$ cat config.mk
export PLATFORM = sky130hd
export DESIGN_NAME = timer_multi_flat
export DESIGN_NICKNAME = d
export VERILOG_FILES = /design/src/rtl/timer_multi_if.sv /design/src/rtl/timer_multi.sv /design/src/flat_wrapper.sv
export SDC_FILE = /design/constraint.sdc
export NUM_CORES = 1
export LEC_CHECK = 0
export BUFFER_PORTS_ARGS = -buffer_cell sky130_fd_sc_hd__buf_2
export CORE_UTILIZATION = 46
export DETAILED_ROUTE_END_ITERATION = 12
export MAX_ROUTING_LAYER = met4
export SYNTH_ARGS = -nofsm -noshare
export SYNTH_HDL_FRONTEND = slang
export SYNTH_SLANG_ARGS = --single-unit
$ cat constraint.sdc
create_clock -name clk_i -period 3.1 [get_ports clk_i]
set_input_delay 0.31 -clock clk_i [delete_from_list [all_inputs] [get_ports clk_i]]
set_output_delay 0.31 -clock clk_i [all_outputs]
set_load 0.03 [all_outputs]
$ cat src/rtl/timer_multi_if.sv
// Peripheral bus bundle for timer_multi: request strobe, write enable,
// byte address, write data and combinational read data.
interface timer_multi_if #(
  parameter int DATA_WIDTH = 32,
  parameter int ADDR_WIDTH = 32
);
  logic                  req;
  logic                  we;
  logic [ADDR_WIDTH-1:0] addr;
  logic [DATA_WIDTH-1:0] wdata;
  logic [DATA_WIDTH-1:0] rdata;

  modport master (output req, we, addr, wdata, input rdata);
  modport slave  (input req, we, addr, wdata, output rdata);
endinterface

$ cat src/rtl/timer_multi.sv
// Multi-channel bus-mapped timer: NUM_CH up-counters sharing one prescaler,
// each with compare value, periodic/one-shot mode and a sticky maskable interrupt.
module timer_multi #(
  parameter int DATA_WIDTH  = 32,
  parameter int ADDR_WIDTH  = 32,
  parameter int NUM_CH      = 4,
  parameter int PRESC_WIDTH = 16
) (
  input  logic              clk_i,
  input  logic              rst_ni,
  timer_multi_if.slave      bus,
  output logic [NUM_CH-1:0] ch_irq_o,
  output logic              irq_o
);

  logic [7:0]             off;
  logic                   unused_addr;
  logic                   wr;
  logic                   wr_presc, wr_status, wr_ie;
  logic                   tick;

  logic [PRESC_WIDTH-1:0] presc_q, presc_d;
  logic [PRESC_WIDTH-1:0] pcnt_q, pcnt_d;
  logic [NUM_CH-1:0]      status_q, status_d;
  logic [NUM_CH-1:0]      ie_q, ie_d;
  logic [NUM_CH-1:0]      en_q, en_d;
  logic [NUM_CH-1:0]      os_q, os_d;
  logic [NUM_CH-1:0]      match_set;
  logic [DATA_WIDTH-1:0]  count_q [NUM_CH];
  logic [DATA_WIDTH-1:0]  count_d [NUM_CH];
  logic [DATA_WIDTH-1:0]  cmp_q   [NUM_CH];
  logic [DATA_WIDTH-1:0]  cmp_d   [NUM_CH];
  logic [DATA_WIDTH-1:0]  rdata_d;

  assign off         = bus.addr[7:0];
  assign unused_addr = ^bus.addr[ADDR_WIDTH-1:8];
  assign wr          = bus.req & bus.we;
  assign wr_presc    = wr && (off == 8'h00);
  assign wr_status   = wr && (off == 8'h04);
  assign wr_ie       = wr && (off == 8'h08);
  assign tick        = (pcnt_q == presc_q);

  // Next-state: count write beats tick, match beats increment, CTRL write beats one-shot disable
  always_comb begin
    presc_d   = wr_presc ? bus.wdata[PRESC_WIDTH-1:0] : presc_q;
    pcnt_d    = (wr_presc || tick) ? '0 : pcnt_q + PRESC_WIDTH'(1);
    ie_d      = wr_ie ? bus.wdata[NUM_CH-1:0] : ie_q;
    en_d      = en_q;
    os_d      = os_q;
    match_set = '0;
    count_d   = count_q;
    cmp_d     = cmp_q;
    for (int n = 0; n < NUM_CH; n++) begin
      if (wr && off[7:4] == 4'(n + 1) && off[3:0] == 4'h4) begin
        count_d[n] = bus.wdata;
      end else if (en_q[n] && tick && count_q[n] == cmp_q[n]) begin
        count_d[n]   = '0;
        match_set[n] = 1'b1;
        if (os_q[n]) en_d[n] = 1'b0;
      end else if (en_q[n] && tick) begin
        count_d[n] = count_q[n] + DATA_WIDTH'(1);
      end
      if (wr && off[7:4] == 4'(n + 1) && off[3:0] == 4'h0) begin
        en_d[n] = bus.wdata[0];
        os_d[n] = bus.wdata[1];
      end
      if (wr && off[7:4] == 4'(n + 1) && off[3:0] == 4'h8) begin
        cmp_d[n] = bus.wdata;
      end
    end
    // A match in the same cycle as its W1C keeps the flag set
    status_d = (status_q & ~(wr_status ? bus.wdata[NUM_CH-1:0] : '0)) | match_set;
  end

  always_ff @(posedge clk_i or negedge rst_ni) begin
    if (!rst_ni) begin
      presc_q  <= '0;
      pcnt_q   <= '0;
      status_q <= '0;
      ie_q     <= '0;
      en_q     <= '0;
      os_q     <= '0;
      for (int n = 0; n < NUM_CH; n++) begin
        count_q[n] <= '0;
        cmp_q[n]   <= '0;
      end
    end else begin
      presc_q  <= presc_d;
      pcnt_q   <= pcnt_d;
      status_q <= status_d;
      ie_q     <= ie_d;
      en_q     <= en_d;
      os_q     <= os_d;
      count_q  <= count_d;
      cmp_q    <= cmp_d;
    end
  end

  always_comb begin
    rdata_d = '0;
    if (bus.req) begin
      if (off == 8'h00) rdata_d[PRESC_WIDTH-1:0] = presc_q;
      if (off == 8'h04) rdata_d[NUM_CH-1:0] = status_q;
      if (off == 8'h08) rdata_d[NUM_CH-1:0] = ie_q;
      for (int n = 0; n < NUM_CH; n++) begin
        if (off[7:4] == 4'(n + 1)) begin
          if (off[3:0] == 4'h0) rdata_d[1:0] = {os_q[n], en_q[n]};
          if (off[3:0] == 4'h4) rdata_d = count_q[n];
          if (off[3:0] == 4'h8) rdata_d = cmp_q[n];
        end
      end
    end
  end

  assign bus.rdata = rdata_d;
  assign ch_irq_o  = status_q & ie_q;
  assign irq_o     = |ch_irq_o;

endmodule

$ cat src/flat_wrapper.sv
// flat-port wrapper written by rule: the top's interface ports become plain ports
module timer_multi_flat 
#(
  parameter int DATA_WIDTH  = 32,
  parameter int ADDR_WIDTH  = 32,
  parameter int NUM_CH      = 4,
  parameter int PRESC_WIDTH = 16
)
  (clk_i, rst_ni, ch_irq_o, irq_o, bus_req, bus_we, bus_addr, bus_wdata, bus_rdata);
  timer_multi_if #(.DATA_WIDTH(DATA_WIDTH), .ADDR_WIDTH(ADDR_WIDTH)) bus_i ();
  input  logic clk_i;
  input  logic rst_ni;
  output logic [NUM_CH-1:0] ch_irq_o;
  output logic irq_o;
  input wire logic [$bits(bus_i.req)-1:0] bus_req;
  input wire logic [$bits(bus_i.we)-1:0] bus_we;
  input wire logic [$bits(bus_i.addr)-1:0] bus_addr;
  input wire logic [$bits(bus_i.wdata)-1:0] bus_wdata;
  output wire logic [$bits(bus_i.rdata)-1:0] bus_rdata;
  assign bus_i.req = bus_req;
  assign bus_i.we = bus_we;
  assign bus_i.addr = bus_addr;
  assign bus_i.wdata = bus_wdata;
  assign bus_rdata = bus_i.rdata;
  timer_multi #(.DATA_WIDTH(DATA_WIDTH), .ADDR_WIDTH(ADDR_WIDTH), .NUM_CH(NUM_CH), .PRESC_WIDTH(PRESC_WIDTH)) u_core (.clk_i(clk_i), .rst_ni(rst_ni), .bus(bus_i), .ch_irq_o(ch_irq_o), .irq_o(irq_o));
endmodule
* Word level (Yosys, flattened, before mapping)
Cells that the tools add are included.
** Storage, ports and cells
- Output and inout port bits :: 37
- Register bits :: 304
** Operators by class
- Reductions and logical operators :: 47
- Add/subtract/negate cells :: 5
- Bitwise gates (word level) :: 5
- Equal/unequal tests :: 17
- Multiplexer cells :: 60
** Operators by type and width (count)
- 32-bit 2-to-1 mux :: 25
- 32-bit by 1-bit adder with 32-bit output, second input constant :: 4
- 32-bit equality test :: 4
- 16-bit 2-to-1 mux :: 3
- 1-bit logical AND :: 27
- 1-bit 2-to-1 mux :: 24
- 16-bit by 1-bit adder with 16-bit output, second input constant :: 1
- 16-bit equality test :: 1
- 4-bit 2-to-1 mux :: 4
- 2-bit nonzero test :: 8
- 3-bit AND reduction :: 4
- 3-bit nonzero test :: 4
- 4-bit bitwise AND :: 2
- 4-bit by 2-bit equality test with 1-bit output, second input constant :: 2
- 4-bit by 3-bit equality test with 1-bit output, second input constant :: 2
- 8-bit by 3-bit equality test with 1-bit output, second input constant :: 1
- 8-bit by 4-bit equality test with 1-bit output, second input constant :: 1
- 8-bit logical NOT :: 1
- 2-bit 2-to-1 mux :: 4
- 2-bit != test, second input constant :: 4
- 4-bit by 1-bit equality test with 1-bit output, second input constant :: 1
- 4-bit equality test, second input constant :: 1
- 4-bit logical NOT :: 1
- 4-bit NOT :: 1
- 4 further kinds :: 4

* Longest topological paths before layout
- Depth in word-level cells :: 23
- Gate-level depth with buffers :: 9

* Least setup slack after synthesis
OpenSTA, ideal clock, no wires.
- Path kind :: in2out
- Start :: input port bus_addr[2]
- End :: output port bus_rdata[2]
- Slack :: 319 ps
- Arrival time :: 2471 ps
- Path buffers :: 2
- Cell stages on the path :: 8
- Path through :: buf_2 nor4b_2 clkbuf_1 a22oi_1 o22ai_1 nor2_1 a21o_1 a221oi_1
** On the way
- Cells in the longest elaborated chain, start to end :: 19
** Ends and longest elaborated chain
- from (decl) :: RTL line flat_wrapper.sv:17 : input wire logic [$bits(bus_i.addr)-1:0] bus_addr;
- 8-bit logical NOT :: RTL line timer_multi.sv:102 : if (off == 8'h00) rdata_d[PRESC_WIDTH-1:0] = presc_q;
- 16-bit 2-to-1 mux :: RTL line timer_multi.sv:102
- 16-bit 2-to-1 mux :: RTL line timer_multi.sv:101 : if (bus.req) begin
- 4-bit 2-to-1 mux :: RTL line timer_multi.sv:103 : if (off == 8'h04) rdata_d[NUM_CH-1:0] = status_q;
- 4-bit 2-to-1 mux :: RTL line timer_multi.sv:104 : if (off == 8'h08) rdata_d[NUM_CH-1:0] = ie_q;
- 4-bit 2-to-1 mux :: RTL line timer_multi.sv:101
- 32-bit 2-to-1 mux :: RTL line timer_multi.sv:108 : if (off[3:0] == 4'h4) rdata_d = count_q[n];
- 32-bit 2-to-1 mux :: RTL line timer_multi.sv:109 : if (off[3:0] == 4'h8) rdata_d = cmp_q[n];
- [3 not listed]
- 32-bit 2-to-1 mux :: RTL line timer_multi.sv:106 : if (off[7:4] == 4'(n + 1)) begin
- 32-bit 2-to-1 mux :: RTL line timer_multi.sv:108
- 32-bit 2-to-1 mux :: RTL line timer_multi.sv:109
- 32-bit 2-to-1 mux :: RTL line timer_multi.sv:106
- 32-bit 2-to-1 mux :: RTL line timer_multi.sv:108
- 32-bit 2-to-1 mux :: RTL line timer_multi.sv:109
- 32-bit 2-to-1 mux * :: RTL line timer_multi.sv:106
- 32-bit 2-to-1 mux * :: RTL line timer_multi.sv:101
- to (decl) :: RTL line flat_wrapper.sv:19 : output wire logic [$bits(bus_i.rdata)-1:0] bus_rdata;
Every way passes the cells marked *; elsewhere a longest branch is shown, timed or not. The select of a mux whose other input is x is not followed.

* Worst setup path in the final report
- Start :: input port bus_addr[1]
- End :: output port bus_rdata[14]
** On the way
- Cells in the longest elaborated chain, start to end :: 16
** Ends and longest elaborated chain (RTL line)
- 8-bit logical NOT :: timer_multi.sv:102
- 16-bit 2-to-1 mux :: timer_multi.sv:102
- 16-bit 2-to-1 mux :: timer_multi.sv:101
- 32-bit 2-to-1 mux :: timer_multi.sv:108
- 32-bit 2-to-1 mux :: timer_multi.sv:109
- 32-bit 2-to-1 mux :: timer_multi.sv:106
- 32-bit 2-to-1 mux :: timer_multi.sv:108
- 32-bit 2-to-1 mux :: timer_multi.sv:109
- 32-bit 2-to-1 mux :: timer_multi.sv:106
- 32-bit 2-to-1 mux :: timer_multi.sv:108
- 32-bit 2-to-1 mux :: timer_multi.sv:109
- 32-bit 2-to-1 mux :: timer_multi.sv:106
- 32-bit 2-to-1 mux :: timer_multi.sv:108
- 32-bit 2-to-1 mux :: timer_multi.sv:109
- 32-bit 2-to-1 mux * :: timer_multi.sv:106
- 32-bit 2-to-1 mux * :: timer_multi.sv:101
Marks and branches as above.

==> reports/metrics.csv <==
stage,metric,value,unit
timing,f_max,327.3,MHz
power,Psw,3.864,mW
final_layout,design area,22710,um2
worst_setup_path,Critical Path Max Stage Delay,0.70,ns
floorplanning,DIE AREA,44030,um2
worst_setup_path,CP max FO,46,
logic_synthesis,synthesized flop and latch total,304,
clock_network,clk_lat worst skew,0.57,ns
hold_path,hold_sp,bus_wdata[21],
timing,crit path time final,3.056,ns
worst_setup_path,crit path kind,in -> out,
timing,Final Setup Violations,0,
logic_synthesis,Synth Cell Area,19870,um2
run,max_cap viols,0,
floorplanning,Starting Density,0.4695,
hold_path,HP Class,in -> reg,
global_routing,All-Layer GR Usage,0.3705,
worst_setup_path,Worst R2R Start,u_core.pcnt_q[2],
timing,Worst Skew,0.01984,ns
final_layout,most frequent cells in the layout,"304 x dfrtp_1, 162 x nand2_1, 159 x mux2_2, 152 x nor2_1, 124 x buf_4",
timing,final worst-path cycle share,0.9857,
timing,max_slew headroom,0.4967,
floorplanning,FP Rows,75,
place,placed inst area,21410,um2
detailed_routing,ANT nets after route,0,
floorplanning,Die Y,209.8,um
logic_synthesis,most common flop cell mapped by yosys,dfrtp_1,
timing,sum of negative setup slack,0,ns
detailed_routing,Via-to-Cell Ratio,6.780,
global_routing,number of global-route vias before repair,17860,
worst_setup_path,slowest CP cell,or4b_2,
global_routing,gr ovfl total,0,
detailed_routing,Routed wire per std cell,28.06,um
logic_synthesis,syn_area_per_cell,9.024,um2
final_layout,"most common cell after layout, fill and taps aside",dfrtp_1,
clock_network,clk buf depth,3,
power,Power Internal,7.815,mW
detailed_routing,Routed Wire Length,79670,um
logic_synthesis,XOR/XNOR Fraction of Synth Area,0.07405,
final_layout,Syn-to-layout area delta,14.27,%
clock_network,Clock transition at path regs,0.06,ns
run_status,status,"finished, final reports clean",
timing,max-slew violations,0,
power,Combinational Power Share,0.203,
worst_setup_path,worst setup path startpoint,bus_addr[1],
power,Static Leakage,9.228,nW
logic_synthesis,asr flop ratio synth,1.000,
detailed_routing,DRC Markers,0,
timing,worst-margin pin slew,0.7521,ns
worst_setup_path,startpoint types,input pin,
global_routing,first-pass GRT wire length,118000,um
logic_synthesis,Yosys cell types,75,
detailed_routing,First DRT Iteration DRCs,2437,
timing,final hold violation count,0,
worst_setup_path,Crit. End Element,output port,
place,Place WS,0.1131,ns
global_routing,largest net degree at the start of global routing,73,
timing,Final WS setup,0.04443,ns
logic_synthesis,Synth Net Count,2275,
power,Peak supply drop,0.0003392,V
clock_network,clock sinks,304,
clock_network,post-CTS setup buffer count,0,
logic_synthesis,Synth Warn #,0,
worst_setup_path,crit-path cells,buf_2 > or4b_2 > buf_4 > o221ai_1 > a221oi_1 > nor2_1 > buf_2,
logic_synthesis,Synth Area in Compound Gates,0.2107,
worst_setup_path,WP data arrival,2.75,ns
detailed_routing,DR pass1 iterations,7,
timing,RSZ-0062 raised after global routing,false,
detailed_routing,routed vias,19250,
clock_network,H-tree depth,2,
clock_network,clock root buffer,clkbuf_16,
logic_synthesis,"EDFF count, synth",0,
final_layout,nets,2307,
place,Post-DP HPWL,56950,um
power,clock power share,0.399,
power,Power Density,514.3,nW/um2
logic_synthesis,synthesized instance count,2202,
logic_synthesis,Synth Area in Simple Gates,0.1838,
floorplanning,Ports,105,
final_layout,share of cells above drive strength 1,0.2176,
logic_synthesis,largest family of logic cells by synthesized area,compound AO/OA/AOI/OAI gates,
place,GPL Wtd Cong,0.9783,
worst_setup_path,cell repeated most along the worst path,buf_2,
worst_setup_path,Worst EP required,2.79,ns
clock_network,number of buffers created by CTS,38,
power,sequential share of power,0.398,
logic_synthesis,post-synthesis adder-cell area fraction,0.003148,
place,placed cell count,2770,
logic_synthesis,post-synthesis sequential area ratio,0.3828,
logic_synthesis,mux share of post-synthesis cell area,0.09363,
final_layout,post-route insts no fill,2839,
floorplanning,area of the core,42320,um2
place,I/O Buffers,80,
floorplanning,Die Width,209.8,um
global_routing,initial antenna violation count,2,
power,switching part of the total power,0.3308,
clock_network,TritonCTS clock tree,built,
[logic make-up (layout without fill, tap and decap cells)]
| group | Yosys count | after routing |
|---|---|---|
| AND/OR/NAND/NOR | 699 | 699 |
| other | 0 | 1 |
| buffers and inverters | 254 | 313 |
| multiplexers | 166 | 166 |
| XOR/XNOR | 168 | 168 |
| AO/OA/AOI/OAI | 606 | 606 |
| flip-flops | 304 | 304 |
| adder cells (fa/ha/maj) | 5 | 5 |
[power by group through the flow]
stage	logic, mW	clock network [mW]	registers (mW)
detailed placement	2.28	0	4.70
finish	2.37	4.66	4.65
global placement	2.26	0	4.69
CTS	2.30	4.70	4.63
global route	2.50	4.83	4.67
floorplan	1.49	0	4.45
[critical path: cells and delay by family]
family / cells / cell delay, ns
buf+inv: 3 / 0.73
simple gates: 2 / 0.94
compound gates: 2 / 0.73
[synth_stat cells, types with 10 or more instances]
library cell	number	area share
a21o_1	17	0.0064
a21oi_1	109	0.027
a221o_1	21	0.011
a221oi_1	17	0.0075
a22oi_1	105	0.040
a31o_2	11	0.0048
a31oi_1	23	0.0072
a32o_1	10	0.0050
a32oi_1	12	0.0053
and2_1	20	0.0063
and3_1	25	0.0079
and4_1	14	0.0062
buf_1	16	0.0030
buf_2	41	0.010
clkbuf_1	165	0.031
dfrtp_1	304	0.38
inv_1	24	0.0045
mux2_2	159	0.090
nand2_1	162	0.031
nand3_1	65	0.016
nand3b_1	12	0.0045
nand4_1	78	0.025
nor2_1	159	0.030
nor3_1	47	0.012
nor4_1	40	0.013
o21a_1	23	0.0087
o21ai_0	112	0.028
o221ai_1	26	0.011
o22ai_1	32	0.010
or4_1	19	0.0072
xnor2_1	112	0.049
xor2_1	56	0.025
[what timing repair did]
item | in CTS | in global routing
hold buffers | 1 | 0
resized for setup | 0 | 1
setup endpoints to repair | 0 | 1
endpoints found under the hold margin | 66 | 0
[layer usage]
metal | GRT usage | vias to the layer above | wire, um | part of all wire
li1 | - | 8275 | - | -
met1 | 0.5088 | 9562 | 33750 | 0.42
met5 | - | - | 0 | 0
met2 | 0.5304 | 1172 | 34190 | 0.43
met4 | 0.1493 | 0 | 3648 | 0.046
met3 | 0.07796 | 239 | 8083 | 0.10
[final cells by class]
cell class | count | area, um2
Antenna cell | 1 | 2.502
Clock buffer | 55 | 1136
Clock inverter | 12 | 145.1
Fill cell | 3880 | 19610
Inverter | 24 | 90.09
Multi-Input combinational cell | 1644 | 11310
Sequential cell | 304 | 7607
Tap cell | 577 | 721.9
Timing Repair Buffer | 222 | 1692
[sequential cells by signal, summed over array words and instances, names as in the netlist]
register	cells
u_core.pcnt_q	16
u_core.status_q	4
u_core.presc_q	16
u_core.count_q	128
u_core.cmp_q	128
u_core.en_q	4
u_core.ie_q	4
u_core.os_q	4
[path summary, 6_finish.rpt]
check,endpoint,slack [ns],cells past startpoint
worst max-delay path,bus_rdata[14],0.04,7
worst min-delay path,u_core.count_q[117],0.14,3
worst max register to register,u_core.count_q[22],0.28,8
worst min register to register,u_core.ie_q[3],0.53,1
max in group asynchronous,u_core.cmp_q[38],1.91,3
min in group asynchronous,u_core.count_q[69],0.35,2
[stage by stage]
| stage | total power [mW] | utilization | hold WS (ns) |
|---|---|---|---|
| 3_5_place_dp | 6.977 | 0.5058 | 0.3595 |
| 3_3_place_gp | 6.953 | 0.5058 | 0.3673 |
| 2_1_floorplan | 5.939 | - | 0.01441 |
| 6_report | 11.68 | 0.5366 | 0.1351 |
| 4_1_cts | 11.62 | 0.5363 | 0.1144 |
| 5_1_grt | 12.00 | 0.5366 | 0.1441 |
Note: power is estimated with default switching activity, not from simulation.
